<file path="src/rtl/autoconfig_pkg.sv">
// Shared AutoConfig types: bus-cycle states, ROM/register offsets,
// and type/flag nibbles used by the responder and its ROM.
package autoconfig_pkg;

  typedef enum logic [1:0] {
    Z3_IDLE  = 2'd0,
    Z3_START = 2'd1,
    Z3_DATA  = 2'd2,
    Z3_END   = 2'd3
  } z3_state_t;

  localparam logic [6:0] ER_TYPE   = 7'h00;
  localparam logic [6:0] ER_PROD   = 7'h02;
  localparam logic [6:0] ER_FLAGS  = 7'h04;
  localparam logic [6:0] ER_MFG    = 7'h08;
  localparam logic [6:0] ER_SERIAL = 7'h0C;
  localparam logic [6:0] ER_DIAG   = 7'h14;
  localparam logic [6:0] ER_RSVD   = 7'h20;

  localparam logic [5:0] ER_BASE_HI = 6'h11;
  localparam logic [5:0] ER_BASE_LO = 6'h12;
  localparam logic [5:0] ER_SHUTUP  = 6'h13;

  localparam logic [3:0] TYPE_Z3  = 4'hA;
  localparam logic [3:0] TYPE_Z2  = 4'hE;
  localparam logic [3:0] FLAGS_Z3 = 4'hB;
  localparam logic [3:0] FLAGS_Z2 = 4'hC;
  localparam logic [3:0] FLAGS_LO = 4'h1;

  localparam logic [15:0] DIAG_VEC = 16'h0010;

endpackage

</file>
<file path="src/rtl/autoconfig_rom.sv">
// Combinational AutoConfig ROM nibble lookup for one logical board.
// AUTOCFG_DIAGROM_EN adds the diag ROM bit and vector on board 0.
module autoconfig_rom
  import autoconfig_pkg::*;
#(
  parameter int          NUM_BOARDS = 2,
  parameter int          ZORRO3     = 1,
  parameter logic [2:0]  SIZE_CODE  = 3'b100,
  parameter logic [15:0] MFG_ID     = 16'h07DB,
  parameter logic [7:0]  PROD_ID    = 8'h72,
  parameter logic [31:0] SERIAL     = 32'd421
) (
  input  logic [6:0] idx,
  input  logic [1:0] board,
  output logic [3:0] nib
);

  logic [7:0] prod;
  logic       chain;
  logic [3:0] type_nib;
  logic [3:0] flag_nib;
  logic [1:0] mo;
  logic [2:0] so;

  always_comb begin
    prod     = PROD_ID + {6'd0, board};
    chain    = int'(board) < NUM_BOARDS - 1;
    flag_nib = (ZORRO3 != 0) ? FLAGS_Z3 : FLAGS_Z2;
    type_nib = (ZORRO3 != 0) ? TYPE_Z3 : TYPE_Z2;
`ifdef AUTOCFG_DIAGROM_EN
    if (board == 2'd0) type_nib = type_nib | 4'h1;
`endif
    mo = 2'(idx - ER_MFG);
    so = 3'(idx - ER_SERIAL);
  end

  // Nibbles are stored inverted except er_type and the reserved pair
  always_comb begin
    nib = 4'hF;
    unique case (1'b1)
      idx == ER_TYPE:
        nib = type_nib;
      idx == ER_TYPE + 7'd1:
        nib = {chain, SIZE_CODE};
      idx == ER_PROD:
        nib = ~prod[7:4];
      idx == ER_PROD + 7'd1:
        nib = ~prod[3:0];
      idx == ER_FLAGS:
        nib = ~flag_nib;
      idx == ER_FLAGS + 7'd1:
        nib = ~FLAGS_LO;
      idx[6:2] == ER_MFG[6:2]:
        nib = ~MFG_ID[{~mo, 2'b00} +: 4];
      idx >= ER_SERIAL && idx < ER_SERIAL + 7'd8:
        nib = ~SERIAL[{~so, 2'b00} +: 4];
      idx[6:1] == ER_RSVD[6:1]:
        nib = 4'h0;
`ifdef AUTOCFG_DIAGROM_EN
      idx[6:2] == ER_DIAG[6:2]:
        nib = ~DIAG_VEC[{~mo, 2'b00} +: 4];
`else
      idx[6:2] == ER_DIAG[6:2]:
        nib = ~DIAG_VEC[15:12];
`endif
      default:
        nib = 4'hF;
    endcase
  end

endmodule

</file>
<file path="src/rtl/autoconfig_chain.sv">
// Multi-board Zorro II/III AutoConfig responder (board chain on one card).
// Optional diag ROM via AUTOCFG_DIAGROM_EN (see autoconfig_rom).
module autoconfig_chain
  import autoconfig_pkg::*;
#(
  parameter int          NUM_BOARDS = 2,
  parameter int          ADDR_BITS  = 8,
  parameter int          ZORRO3     = 1,
  parameter logic [2:0]  SIZE_CODE  = 3'b100,
  parameter logic [15:0] MFG_ID     = 16'h07DB,
  parameter logic [7:0]  PROD_ID    = 8'h72,
  parameter logic [31:0] SERIAL     = 32'd421
) (
  input  logic                            CLK,
  input  logic                            RESET_n,
  input  logic                            FCS_n,
  input  logic                            DS_n,
  input  logic                            READ,
  input  logic [2:0]                      FC,
  input  logic                            CFGIN_n,
  input  logic                            match,
  input  logic [6:0]                      ADDRL,
  input  logic [ADDR_BITS-1:0]            ADDRH,
  input  logic [3:0]                      DIN,
  output logic [3:0]                      DOUT,
  output logic                            CFGOUT_n,
  output logic                            autoconfig_cycle,
  output logic [1:0]                      cur_board,
  output logic [NUM_BOARDS-1:0]           configured,
  output logic [NUM_BOARDS-1:0]           shutup,
  output logic [NUM_BOARDS*ADDR_BITS-1:0] base_addr,
  output logic [NUM_BOARDS-1:0]           hit
);

  z3_state_t state_q, state_d;

  logic [1:0]            vs;
  logic [3:0]            lo_nib;
  logic [1:0]            cur_q;
  logic [NUM_BOARDS-1:0] cfg_q;
  logic [NUM_BOARDS-1:0] shut_q;
  logic [NUM_BOARDS*ADDR_BITS-1:0] base_q;
  logic [ADDR_BITS-1:0]  new_base;
  logic [6:0]            idx;
  logic [3:0]            rom_nib;
  logic                  all_done;
  logic                  cur_done;
  logic                  data_cyc;
  logic                  end_cyc;

  assign idx      = {ADDRL[5:0], ADDRL[6]};
  assign all_done = &(cfg_q | shut_q);
  assign data_cyc = state_q == Z3_DATA;
  assign end_cyc  = state_q == Z3_END && FCS_n;

  assign autoconfig_cycle =
    match && !CFGIN_n && !all_done && vs[1];

  if (ADDR_BITS == 8) begin : g_base8
    assign new_base = {DIN, lo_nib};
  end else begin : g_base4
    assign new_base = DIN;
  end

  autoconfig_rom #(
    .NUM_BOARDS (NUM_BOARDS),
    .ZORRO3     (ZORRO3),
    .SIZE_CODE  (SIZE_CODE),
    .MFG_ID     (MFG_ID),
    .PROD_ID    (PROD_ID),
    .SERIAL     (SERIAL)
  ) u_rom (
    .idx   (idx),
    .board (cur_q),
    .nib   (rom_nib)
  );

  always_comb begin
    state_d = state_q;
    unique case (state_q)
      Z3_IDLE:
        if (!FCS_n && autoconfig_cycle) state_d = Z3_START;
      Z3_START:
        if (FCS_n)      state_d = Z3_IDLE;
        else if (!DS_n) state_d = Z3_DATA;
      Z3_DATA:
        state_d = Z3_END;
      Z3_END:
        if (FCS_n) state_d = Z3_IDLE;
      default:
        state_d = Z3_IDLE;
    endcase
  end

  always_comb begin
    cur_done = 1'b0;
    for (int k = 0; k < NUM_BOARDS; k++)
      if (cur_q == 2'(k)) cur_done = cfg_q[k] | shut_q[k];
  end

  always_ff @(posedge CLK or negedge RESET_n) begin
    if (!RESET_n) begin
      state_q  <= Z3_IDLE;
      vs       <= 2'b00;
      DOUT     <= 4'h0;
      CFGOUT_n <= 1'b1;
      lo_nib   <= 4'hF;
      cur_q    <= 2'd0;
      cfg_q    <= '0;
      shut_q   <= '0;
      base_q   <= '1;
    end else begin
      vs      <= {vs[0], FC[1] ^ FC[0]};
      state_q <= state_d;
      if (data_cyc && READ) DOUT <= rom_nib;
      if (data_cyc && !READ && ADDRL[5:0] == ER_BASE_LO)
        lo_nib <= DIN;
      for (int k = 0; k < NUM_BOARDS; k++) begin
        if (data_cyc && !READ && cur_q == 2'(k)) begin
          if (ADDRL[5:0] == ER_BASE_HI) begin
            base_q[k*ADDR_BITS +: ADDR_BITS] <= new_base;
            cfg_q[k] <= 1'b1;
          end
          if (ADDRL[5:0] == ER_SHUTUP) shut_q[k] <= 1'b1;
        end
      end
      // Chain state only moves at cycle end so CFGOUT_n is glitch-free
      if (end_cyc) begin
        CFGOUT_n <= !all_done;
        if (cur_done && int'(cur_q) < NUM_BOARDS - 1)
          cur_q <= cur_q + 2'd1;
      end
    end
  end

  always_comb begin
    hit = '0;
    for (int k = 0; k < NUM_BOARDS; k++)
      hit[k] = cfg_q[k] && !shut_q[k] && vs[1] &&
               ADDRH == base_q[k*ADDR_BITS +: ADDR_BITS];
  end

  assign cur_board  = cur_q;
  assign configured = cfg_q;
  assign shutup     = shut_q;
  assign base_addr  = base_q;

endmodule

</file>
<file path="config.mk">
export PLATFORM = sky130hd
export DESIGN_NAME = autoconfig_chain
export DESIGN_NICKNAME = d
export VERILOG_FILES = /design/src/rtl/autoconfig_pkg.sv /design/src/rtl/autoconfig_rom.sv /design/src/rtl/autoconfig_chain.sv
export SDC_FILE = /design/constraint.sdc
export NUM_CORES = 1
export LEC_CHECK = 0
export BUFFER_PORTS_ARGS = -buffer_cell sky130_fd_sc_hd__buf_2
export CELL_PAD_IN_SITES_DETAIL_PLACEMENT = 1
export CELL_PAD_IN_SITES_GLOBAL_PLACEMENT = 1
export CORE_MARGIN = 8
export CORE_UTILIZATION = 42
export DETAILED_ROUTE_END_ITERATION = 7
export GPL_TIMING_DRIVEN = 1
export PLACE_DENSITY = 0.89
export SYNTH_ARGS = -nofsm -noshare
export SYNTH_HDL_FRONTEND = slang
export SYNTH_SLANG_ARGS = --single-unit
</file>
<file path="constraint.sdc">
create_clock -name CLK -period 5 [get_ports CLK]
set_input_delay 0.25 -clock CLK [delete_from_list [all_inputs] [get_ports CLK]]
set_output_delay 0.25 -clock CLK [all_outputs]
set_load 0.05 [all_outputs]
</file>
==> results summary, run 1 <==
STA puts the critical path data arrival time at 2210 ps. Entering global routing, the biggest net connects 36 pins. The level count of the clock H-tree is 2. The growth of design area from synthesis to finish came out at 22.7%. The cell depth of the worst flop-to-flop path came out at 5. Dividing the detail-routed wire length by the instance count gives 18.3 um. The final-layout setup total negative slack is 0 ps. The synthesized design contains 35 register bits. The warning count from the yosys run came out at 0. The number of cell rows is 24. The fraction of layout instances using a drive strength above 1 is 0.483.

The hold violation count in the final report came out at 0. The final number of max-transition violations is 0. The static leakage power came out at ~1.1 nW.

The number of antenna-violating nets in the routed design is 0. STA classifies the critical path endpoint as a register. dfstp_2 takes more of the synthesized area than any other cell.

The worst setup path is launched from a register. The share of total power in the clock network came out at 0.299. The area of the core is 4380 sq um.

Counting flops with a built-in enable in the synthesized netlist gives 0. The number of antenna violations at the first check in global routing came to 0. The die covers 7030 sq um. IR analysis of the VDD net gives a maximum drop of 0.000128 V.

The total routing resource utilization after global routing is 0.148. The minimum setup slack among reg-to-reg paths came out at roughly 2900 ps. The post-detailed-routing wire length is ~5.2 mm. The CTS tree is done.

For the final database, setup skew stands at 5.81 ps. The number of standard cells in the layout, taps in and fillers out came out at 286. The tree is rooted in a clkbuf_8. The clock sink count is 35. The via count of the first global-routing pass was between 1,500 and 2,000. The remaining design rule violation count is 0. The post-CTS repair timing setup buffer count is 0. The die boundary width is 83.9 um. The TritonCTS buffer count is 5. The first-pass GRT wire length is 8.51 mm. The flow ran to the end, and the final reports show no timing, DRC or antenna violations. In this run the critical register-to-register path is launched from cur_board[1].

The switching portion of total power is 0.338. The main flop type after synthesis is dfstp_2. The internal power component came out at 0.507 mW. The final layout contains roughly 270 nets.

The clock tree buffer depth is 2. The highest net fanout along the worst path came out at 4. The number of failing setup endpoints in the final timing report came out at 0.

The average cell area after synthesis came out at 11.2 sq um. The final worst-path cycle share came out at 0.416. The total via count after detailed routing came out at 1,595. The sequential fraction of design power came out at 0.454. The final critical-path required period came out at 2080 ps. The number of optimization iterations in the first detailed-route pass is 4. Synthesis produced a netlist with a net count of 208.

Across the run, the number of max-cap violations was 0. The DRC marker count from the first detailed-route iteration came out at 69. The worst setup path is of the reg2reg kind. The number of buffers and inverters on the critical path is 1.

The total I/O pin count came out at between 50 and 60. The clock latency at the later pin of the worst-skew pair came out at 290 ps. In this design, the stage delay of the slowest critical-path cell is 930 ps. The cell type of the slowest stage on the worst timing path is a2111oi_0. After clock tree synthesis, the clock-pin slew on the worst setup and hold paths is approximately 70 ps. By area the synthesized netlist is led by dfstp_2 (29%), dfrtp_1 (18%), mux2_2 (12%). After legalization and detailed placement, the total HPWL measured 4.02 mm. The mapped netlist covers ~1900 sq um. The proportion of synthesized chip area in sequential cells is 0.466. The maximum clock rate came out at a little under 500 MHz.

The worst pin sits at a relative slew slack of 0.271. The actual slew at the worst max-slew pin is ~1100 ps. The total power came out at 0.766 mW. The number of resized instances in the post-cts repair step is 0.

The post-cts hold buffer count is 0. The required time of the critical path came out at ~5100 ps. In this run the power density over the cells is 323 nW/um^2. Setup repair after global routing left no endpoint under its margin. The remaining global-route overflow is 0.

The cell count after synthesis came out at between 150 and 200. The async set-reset flop share out of synthesis came out at 1.00. The top-area cell type share of the netlist area is 0.285.

On the critical path the largest part of the delay comes from compound AO/OA/AOI/OAI gates. For this configuration, the core starts out at a cell density of 0.441. The number of vias per cell is 5.58.

The count of inserted antenna diode cells came out at 0. The endpoint identified for the worst register-to-register timing path is cur_board[1]. Once placement completed, the tool counted placed cells totaling around 280. Buffers placed on the I/O ports in this run total 57. The combinational group share of total power came out at 0.247. The count of cell types in the netlist came out at 43. The switching power is 0.259 mW. From bottom edge to top edge, the die measures 83.9 um. The path class of the tightest hold or removal check is in2async. Traced cell by cell, the critical path runs through inv_1 -> ha_1 -> nor3_1 -> a2111oi_0 -> o21ai_0.

The routability congestion estimate came out at about 0.8.
synth_stat cells, types with 3 or more instances:
library cell  instances
a21oi_1              12
clkbuf_1              3
dfrtp_1              14
dfstp_2              21
ha_1                  6
inv_1                 9
mux2_2               20
nand2_1               5
nand2b_1              5
nand3_1               6
nand4_1               3
nor2_1                8
nor3_1                3
nor4_1                3
o21ai_0               4
xnor2_1              17
cell usage in the layout, fill, tap and decap left out, types with 3 or more instances in the layout:
cell       n
nand2_1    5
nand3_1    6
nand4_1    3
dfstp_2   21
mux2_2    20
nand2b_1   5
buf_2     57
inv_1      9
nor3_1     3
clkbuf_8   7
a21oi_1   12
ha_1       6
o21ai_0    4
xnor2_1   17
nor2_1     8
nor4_1     3
dfrtp_1   14
layer usage:
layer,share of wire,GRT usage,vias to the layer above
met5,0,0,-
met3,0.063,0.0527,9
met2,0.51,0.251,42
met4,0.015,0.0565,0
met1,0.42,0.165,795
li1,-,-,749
layout make-up:
type / instances / area, sq um
fill: 504 / 2010
multi-input combinational: 125 / 983
sequential: 35 / 902
timing repair buffer: 57 / 285
clock buffer: 7 / 96.3
tap: 52 / 65.1
inverter: 9 / 33.8
clock inverter: 1 / 7.51
cells by family (layout without fill, tap and decap cells):
| family | Yosys count | after routing | share of synthesized area |
|---|---|---|---|
| flops | 35 | 35 | 0.466 |
| mux | 22 | 22 | 0.127 |
| simple gates | 48 | 48 | 0.160 |
| buf+inv | 13 | 74 | 0.0252 |
| xor+xnor | 18 | 18 | 0.0815 |
| fa+ha+maj | 6 | 6 | 0.0388 |
| compound gates | 31 | 31 | 0.102 |
power groups by stage:
stage                     Sequential, mW  Clock, mW  Combinational [mW]
final                              0.348      0.229               0.189
after global routing               0.353      0.245               0.204
after CTS                          0.349      0.236               0.192
after detailed placement           0.353          0               0.191
after global placement             0.350          0               0.187
after floorplan                    0.411          0              0.0727
state kept, by name, summed over array words and instances, names as in the netlist, named ones only:
| signal | count |
|---|---|
| CFGOUT_n | 1 |
| DOUT | 4 |
| base_addr | 16 |
| configured | 2 |
| cur_board | 2 |
| lo_nib | 4 |
| shutup | 2 |
| state_q | 1 |
| vs | 2 |
stage by stage:
step | util | worst slack, ps | cell area [sq um] | hold WS, ps
finish | 0.541 | 2920 | 2370 | 38.2
detailed placement | 0.518 | 2920 | 2270 | 337
floorplan | - | 2290 | 1930 | -45.6
global placement | 0.518 | 2970 | 2270 | 333
CTS | 0.541 | 2920 | 2370 | 60.0
global route | 0.541 | 2760 | 2370 | 110
how the worst max path moves through the flow:
stage,from,endpoint,slack [ps],cells past startpoint
after detailed placement,ADDRL[3],base_addr[4],2920,5
after CTS,cur_board[1],cur_board[1],2920,5
after global placement,ADDRL[3],base_addr[0],2970,5
after floorplan,base_addr[11],hit[1],2290,3
final,cur_board[1],cur_board[1],2920,5
after global routing,cur_board[1],cur_board[1],2760,5
Note: power is estimated with default switching activity, not from simulation.
==> run 2: changes to the inputs <==
CORE_UTILIZATION = 39   (was 42)
PLACE_DENSITY = 0.84   (was 0.89)
clock period = 2 ns   (was 5 ns; I/O delays follow)
==> results summary, run 2 (synthesis gave the netlist of run 1 again) <==
Run status: completed (unchanged). The met2 layer usage reported by global route is 0.255 (was 0.251). The die boundary width came out at 86.4 um (was 83.9 um). The area of the core is 4750 sq um (was 4380 sq um). The overall die area came out at 7470 sq um (was 7030 sq um).

The startpoint type of the worst setup path is a register (unchanged). The total routing resource utilization after global routing came out at 0.151 (was 0.148). The final critical-path required period came out at 1830 ps. The number of vias per cell is 5.16 (was 5.58). The number of fillers in the final layout is 561 (was 504). The clock latency at the later pin of the worst-skew pair came out at 280 ps (was 290 ps). The actual slew at the worst max-slew pin came out at 778 ps (was 1070 ps).

The class of the most critical setup path is reg2out (was reg2reg). The highest net fanout along the worst path is 3 (was 4). The count of max-cap constraint violations is 0 (unchanged). The growth of design area from synthesis to finish came to 27.7% (was 22.7%). The clock-pin slew reported for the worst setup and hold paths after clock tree synthesis came out at 70 ps (about the same). Unrepaired setup endpoints after global routing: no (unchanged). The post-detailed-routing wire length is 5.32 mm (was 5.24 mm). The starting density of the core was 0.407 (was 0.441). The average routed wire per standard cell came out at 17.3 um (was 18.3 um). The total I/O pin count was 59 (unchanged). The flip-flop count of the largest register, all copies and words added came out at 16 (unchanged). The clock tree buffer depth is 2 (unchanged). The largest net degree at the start of global routing is 36 (unchanged). The level count of the clock H-tree came out at 2 (unchanged). The first-pass GRT wire length came out at 8.92 mm (was 8.51 mm).

The maximum resistive drop on vdd came out at 0.000416 V (was 0.000128 V). The routability congestion estimate came to 0.883 (was 0.822). The final worst clock skew came out at 7.63 ps (was 5.81 ps).

The total power is 1.92 mW (was 0.766 mW). The most common cell after layout, fill and taps aside is buf_2 (unchanged). The number of standard cells in the layout, taps in and fillers out is 307 (was 286). The root cell of the clock tree is clkbuf_8 (unchanged). The number of optimization iterations in the first detailed-route pass was 4 (unchanged).

The remaining design rule violation count was 0 (unchanged). The clock sink count came to 35 (unchanged). The count of inserted antenna diode cells came to 0 (unchanged). The static leakage power came out at 1.17 nW (was 1.14 nW). The met1 track demand over resource came out at 0.178 (was 0.165). The power per cell area came out at 778 nW/um^2 (was 323 nW/um^2).

The number of failing setup endpoints in the final timing report is 0 (unchanged). The worst hold margin came out at 42.4 ps (was 38.2 ps). The height of the die is 86.4 um (was 83.9 um). The total via count after detailed routing came out at 1,584 (was 1,595).

Of the available clock period, the critical path in the final layout requires 0.915. The final-layout setup total negative slack is 0 ps (unchanged). The maximum clock rate came out at 546 MHz.

The required time of the critical path is 1900 ps (was 5130 ps). The arrival time of the worst setup path is 1730 ps (was 2210 ps). The CTS tree is done (unchanged). The peak-usage layer in the global routing report is met2 (unchanged).

The number of antenna-violating nets in the routed design came out at 0 (unchanged). Commonest non-fill, non-tap cells in the layout: buf_2 (57), dfstp_2 (21), mux2_2 (20), xnor2_1 (17), dfrtp_1 (14) (unchanged). The post-CTS repair timing setup buffer count came out at 0 (unchanged). The number of cells after detailed placement is 296 (was 278). The class of the worst hold path is in2reg (was in2async). The number of cell rows came out at 25 (was 24). The fraction of layout instances using a drive strength above 1 is 0.496 (was 0.483). The worst slew slack as a fraction of its limit came out at 0.482 (was 0.271).

The TritonCTS buffer count is 5 (unchanged). The hold violation count in the final report is 0 (unchanged). The fraction of the core area covered by cells at the end of the flow is 0.519 (was 0.541). The remaining global-route overflow is 0 (unchanged).

The met3 global-route usage was 0.0548 (was 0.0527). The placed wire-length estimate came out at 4.18 mm (was 4.02 mm). The kind of capture point of the worst setup path is an output port (was register). The layout net count is 274 (was 268). The count of buffers from port buffering came to 57 (unchanged).

The final number of max-transition violations is 0 (unchanged). The DRC marker count from the first detailed-route iteration came out at 93 (was 69). The number of antenna violations at the first check in global routing was 0 (unchanged). The via count of the first global-routing pass was 1,732 (was 1,773).
-- run 2: cell types whose count changed in the layout (fill, tap and decap cells not counted), sizes merged --
cell	before	now
buf	57	60
dlygate4sd3	0	3
clkinvlp	1	0
inv	9	10
-- run 2: layout make-up --
class / count / area, sq um / area share
repair buffers: 63 / 338 / 0.137
flip-flops and latches: 35 / 902 / 0.365
clock inverters: 1 / 6.26 / 0.00253
multi-input cells: 125 / 1010 / 0.409
clock buffers: 7 / 96.3 / 0.0390
inverters: 9 / 33.8 / 0.0137
well taps: 67 / 83.8 / 0.0339
-- run 2: per-stage QoR --
stage | instance area, sq um | setup WS, ps
after floorplan | 1960 | -1.89
after global placement | 2340 | 225
after detailed placement | 2340 | 183
after CTS | 2470 | 138
after global routing | 2470 | 87.6
final | 2470 | 169
-- run 2: path summary, 6_finish.rpt --
| kind | startpoint | to | slack (ps) | cells after the start |
|---|---|---|---|---|
| worst max-delay path | base_addr[2] | hit[0] | 170 | 4 |
| worst min register to register | vs[0] | vs[1] | 370 | 0 |
| worst max register to register | state_q[0] | lo_nib[0] | 350 | 3 |
| max in group asynchronous | RESET_n | shutup[1] | 1070 | 2 |
| min in group asynchronous | RESET_n | asynchronous set/reset pin | 430 | 2 |
| worst min-delay path | FCS_n | register | 40 | 2 |
-- run 2: metal layers --
layer	part of all wire	up-vias	routed length, um
met4	0.0043	0	23
met2	0.52	47	2740
met5	0	-	0
met1	0.42	777	2240
li1	-	758	-
met3	0.059	2	314
-- run 2: timing repair --
action	4_1_cts	5_1_grt
hold buffers	3	0
hold endpoints to repair	15	0
resized for setup	0	0
-- run 2: worst max-delay path: stages, from the launching register on --
cell and delay [ps]:
dfstp_2 550, xnor2_1 140, nand4_1 200, nor4_4 250, buf_2 310
-- run 2: power breakdown --
part | internal [mW] | switching (mW) | total (mW)
Combinational | 0.159 | 0.323 | 0.482
Clock | 0.314 | 0.257 | 0.571
Sequential | 0.801 | 0.0680 | 0.869
Total | 1.27 | 0.648 | 1.92
==> run 3: changes to the inputs <==
--- a/config.mk
+++ b/config.mk
@@ -14,4 +14,5 @@
 export GPL_TIMING_DRIVEN = 1
 export PLACE_DENSITY = 0.84
+export REMOVE_ABC_BUFFERS = 1
 export SYNTH_ARGS = -nofsm -noshare
 export SYNTH_HDL_FRONTEND = slang
==> constraint.sdc (replaced) <==
create_clock -name CLK -period 2 [get_ports CLK]
set_input_delay 0.1 -clock CLK [delete_from_list [all_inputs] [get_ports CLK]]
set_output_delay 0.1 -clock CLK [all_outputs]
set_load 0.005 [all_outputs]
==> results summary, run 3 (synthesis gave the netlist of run 1 again) <==
The clock-pin slew reported for the worst setup and hold paths after clock tree synthesis came out at 70 ps (about the same). The delay of the slowest cell on the worst path came out at 490 ps (was 550 ps). The remaining global-route overflow came out at 0 (unchanged). The largest net degree at the start of global routing is 36 (unchanged). The number of standard cells in the layout, taps in and fillers out came out at 309 (was 307).

The number of cells after detailed placement is 298 (was 296). The actual slew at the worst max-slew pin is 749 ps (was 778 ps). The DRC marker count from the first detailed-route iteration came to 44 (was 93). The uppermost signal routing layer after detailed routing was met4 (unchanged).

The clock sink count is 35 (unchanged). The root cell of the clock tree is clkbuf_8 (unchanged). The detailed-routed wire length on met2 was 2.74 mm (about the same). The kind of capture point of the worst setup path is a register (was output port).

The flip-flop count of the largest register, all copies and words added was 16 (unchanged). The class of the most critical setup path was reg2reg (was reg2out). The final critical-path required period came out at 1730 ps (was 1830 ps). The starting density of the core is 0.407 (unchanged).

The die boundary width is 86.4 um (unchanged). The number of cell rows came out at 25 (unchanged). The number of antenna-violating nets in the routed design is 0 (unchanged). The arrival time of the worst setup path is 1940 ps (was 1730 ps). The highest net fanout along the worst path came out at 4 (was 3).

The hold violation count in the final report is 0 (unchanged). The maximum clock rate came out at 576 MHz (was 546 MHz). The number of optimization iterations in the first detailed-route pass is 4 (unchanged). The first-pass GRT wire length is 8.83 mm (was 8.92 mm).

The cell area after placement came to 2330 sq um (was 2340 sq um). The area of the core is 4750 sq um (unchanged). Chain of cells forming the critical path: inv_1 -> ha_1 -> nor3_1 -> a2111oi_0 -> buf_4 -> xnor2_1 (was xnor2_1 -> nand4_1 -> nor4_4 -> buf_2).

The class of the worst hold path is in2reg (unchanged). The count of buffers from port buffering is 57 (unchanged). The via count of the first global-routing pass is 1,725 (was 1,732). The routability congestion estimate came out at 0.838 (was 0.883). The clock latency at the later pin of the worst-skew pair is 280 ps (about the same). The most common cell after layout, fill and taps aside is buf_2 (unchanged). The count of inserted antenna diode cells is 0 (unchanged). The cell type of the slowest stage on the worst timing path was a2111oi_0 (was dfstp_2). The total via count after detailed routing came out at 1,582 (was 1,584). The post-detailed-routing wire length was 5.36 mm (was 5.32 mm). The power per cell area is 698 nW/um^2 (was 778 nW/um^2). The final number of max-transition violations is 0 (unchanged). The startpoint type of the worst setup path is a register (unchanged).

The static leakage power came out at 1.17 nW (about the same). The final-layout setup total negative slack is 0 ps (unchanged). The remaining design rule violation count is 0 (unchanged). The met1 wire length is 2.31 mm (was 2.24 mm). The height of the die came out at 86.4 um (unchanged). The finished layout cell area is 2440 sq um (was 2470 sq um). The fraction of layout instances using a drive strength above 1 came out at 0.483 (was 0.496). The level count of the clock H-tree came out at 2 (unchanged).

The CTS tree was done (unchanged). The TritonCTS buffer count is 5 (unchanged). The total I/O pin count came out at 59 (unchanged).

The growth of design area from synthesis to finish is 26.2% (was 27.7%). Unrepaired setup endpoints after global routing: no (unchanged). The final worst clock skew is 4.81 ps (was 7.63 ps). The number of vias per cell came out at 5.12 (was 5.16). The overall die area came out at 7470 sq um (unchanged). The maximum resistive drop on vdd came out at 0.000440 V (was 0.000416 V). The placed wire-length estimate came out at 4.19 mm (was 4.18 mm).

The layout net count is 276 (was 274). The clock tree buffer depth is 2 (unchanged). Commonest non-fill, non-tap cells in the layout: buf_2 (57), dfstp_2 (21), mux2_2 (20), xnor2_1 (17), dfrtp_1 (14) (unchanged). The number of fillers in the final layout came out at 582 (was 561).

Run status: completed (unchanged). The total routing resource utilization after global routing came out at 0.150 (was 0.151). The number of antenna violations at the first check in global routing is 0 (unchanged). The average routed wire per standard cell is 17.3 um (about the same). The worst slew slack as a fraction of its limit is 0.501 (was 0.482).

The routed length on met3 came out at 243 um (was 314 um). The number of buffers and inverters on the critical path is 2 (was 1). The count of max-cap constraint violations is 0 (unchanged). The final worst-path cycle share is 0.867 (was 0.915).

The required time of the critical path came out at 2200 ps (was 1900 ps). The gate family responsible for the most delay along the worst path is compound AO/OA/AOI/OAI gates (was flip-flops). The number of failing setup endpoints in the final timing report is 0 (unchanged).
[run 3: changes by cell type in the layout (fill, tap and decap cells not counted), sizes merged]
cell,before,now
clkinvlp,0,1
buf,60,62
inv,10,9
clkbuf,7,6
clkinv,0,1
[run 3: layout make-up]
class	instances	area, sq um	share of cell area
timing repair buffer	65	353	0.145
sequential	35	902	0.370
tap	67	83.8	0.0343
clock inverter	2	12.5	0.00513
inverter	9	33.8	0.0138
clock buffer	6	72.6	0.0297
multi-input combinational	125	983	0.403
[run 3: routing by layer]
| metal | track usage | vias up |
|---|---|---|
| li1 | - | 759 |
| met1 | 0.177 | 784 |
| met2 | 0.261 | 35 |
| met3 | 0.0397 | 4 |
| met4 | 0.0423 | 0 |
| met5 | 0 | - |
[run 3: power by group]
group	switching (mW)	total [mW]	internal, mW
logic	0.170	0.338	0.168
clock network	0.253	0.497	0.243
registers	0.0690	0.870	0.801
total	0.493	1.70	1.21
[run 3: path summary, 6_finish.rpt]
check                             start            to  slack [ps]  cells past startpoint
max                        cur_board[1]  cur_board[0]         270                      6
min                               FCS_n      register          40                      2
max reg2reg                cur_board[1]  cur_board[0]         270                      6
min reg2reg                       vs[0]         vs[1]         360                      0
max in group asynchronous       RESET_n       DOUT[0]        1100                      2
min in group asynchronous       RESET_n  cur_board[0]         410                      2
[run 3: metrics by stage]
step	util	hold slack [ps]	power [mW]	setup slack (ps)
after floorplan	-	-196	1.04	349
after global placement	0.489	212	1.20	164
after detailed placement	0.489	219	1.22	139
after CTS	0.513	24.9	1.73	234
after global routing	0.513	50.2	1.81	122
final	0.513	37.4	1.70	265
[run 3: timing repair]
item / 4_1_cts / 5_1_grt
setup buffers: 0 / 0
gates resized for setup: 0 / 0
endpoints found under the hold margin: 15 / 0
hold buffers: 3 / 0
[run 3: worst reg2reg max path, cell delays in order, from the launching register on]
cell	delay [ps]
dfrtp_1	400
inv_1	100
ha_1	260
nor3_1	70
a2111oi_0	490
buf_4	210
xnor2_1	120
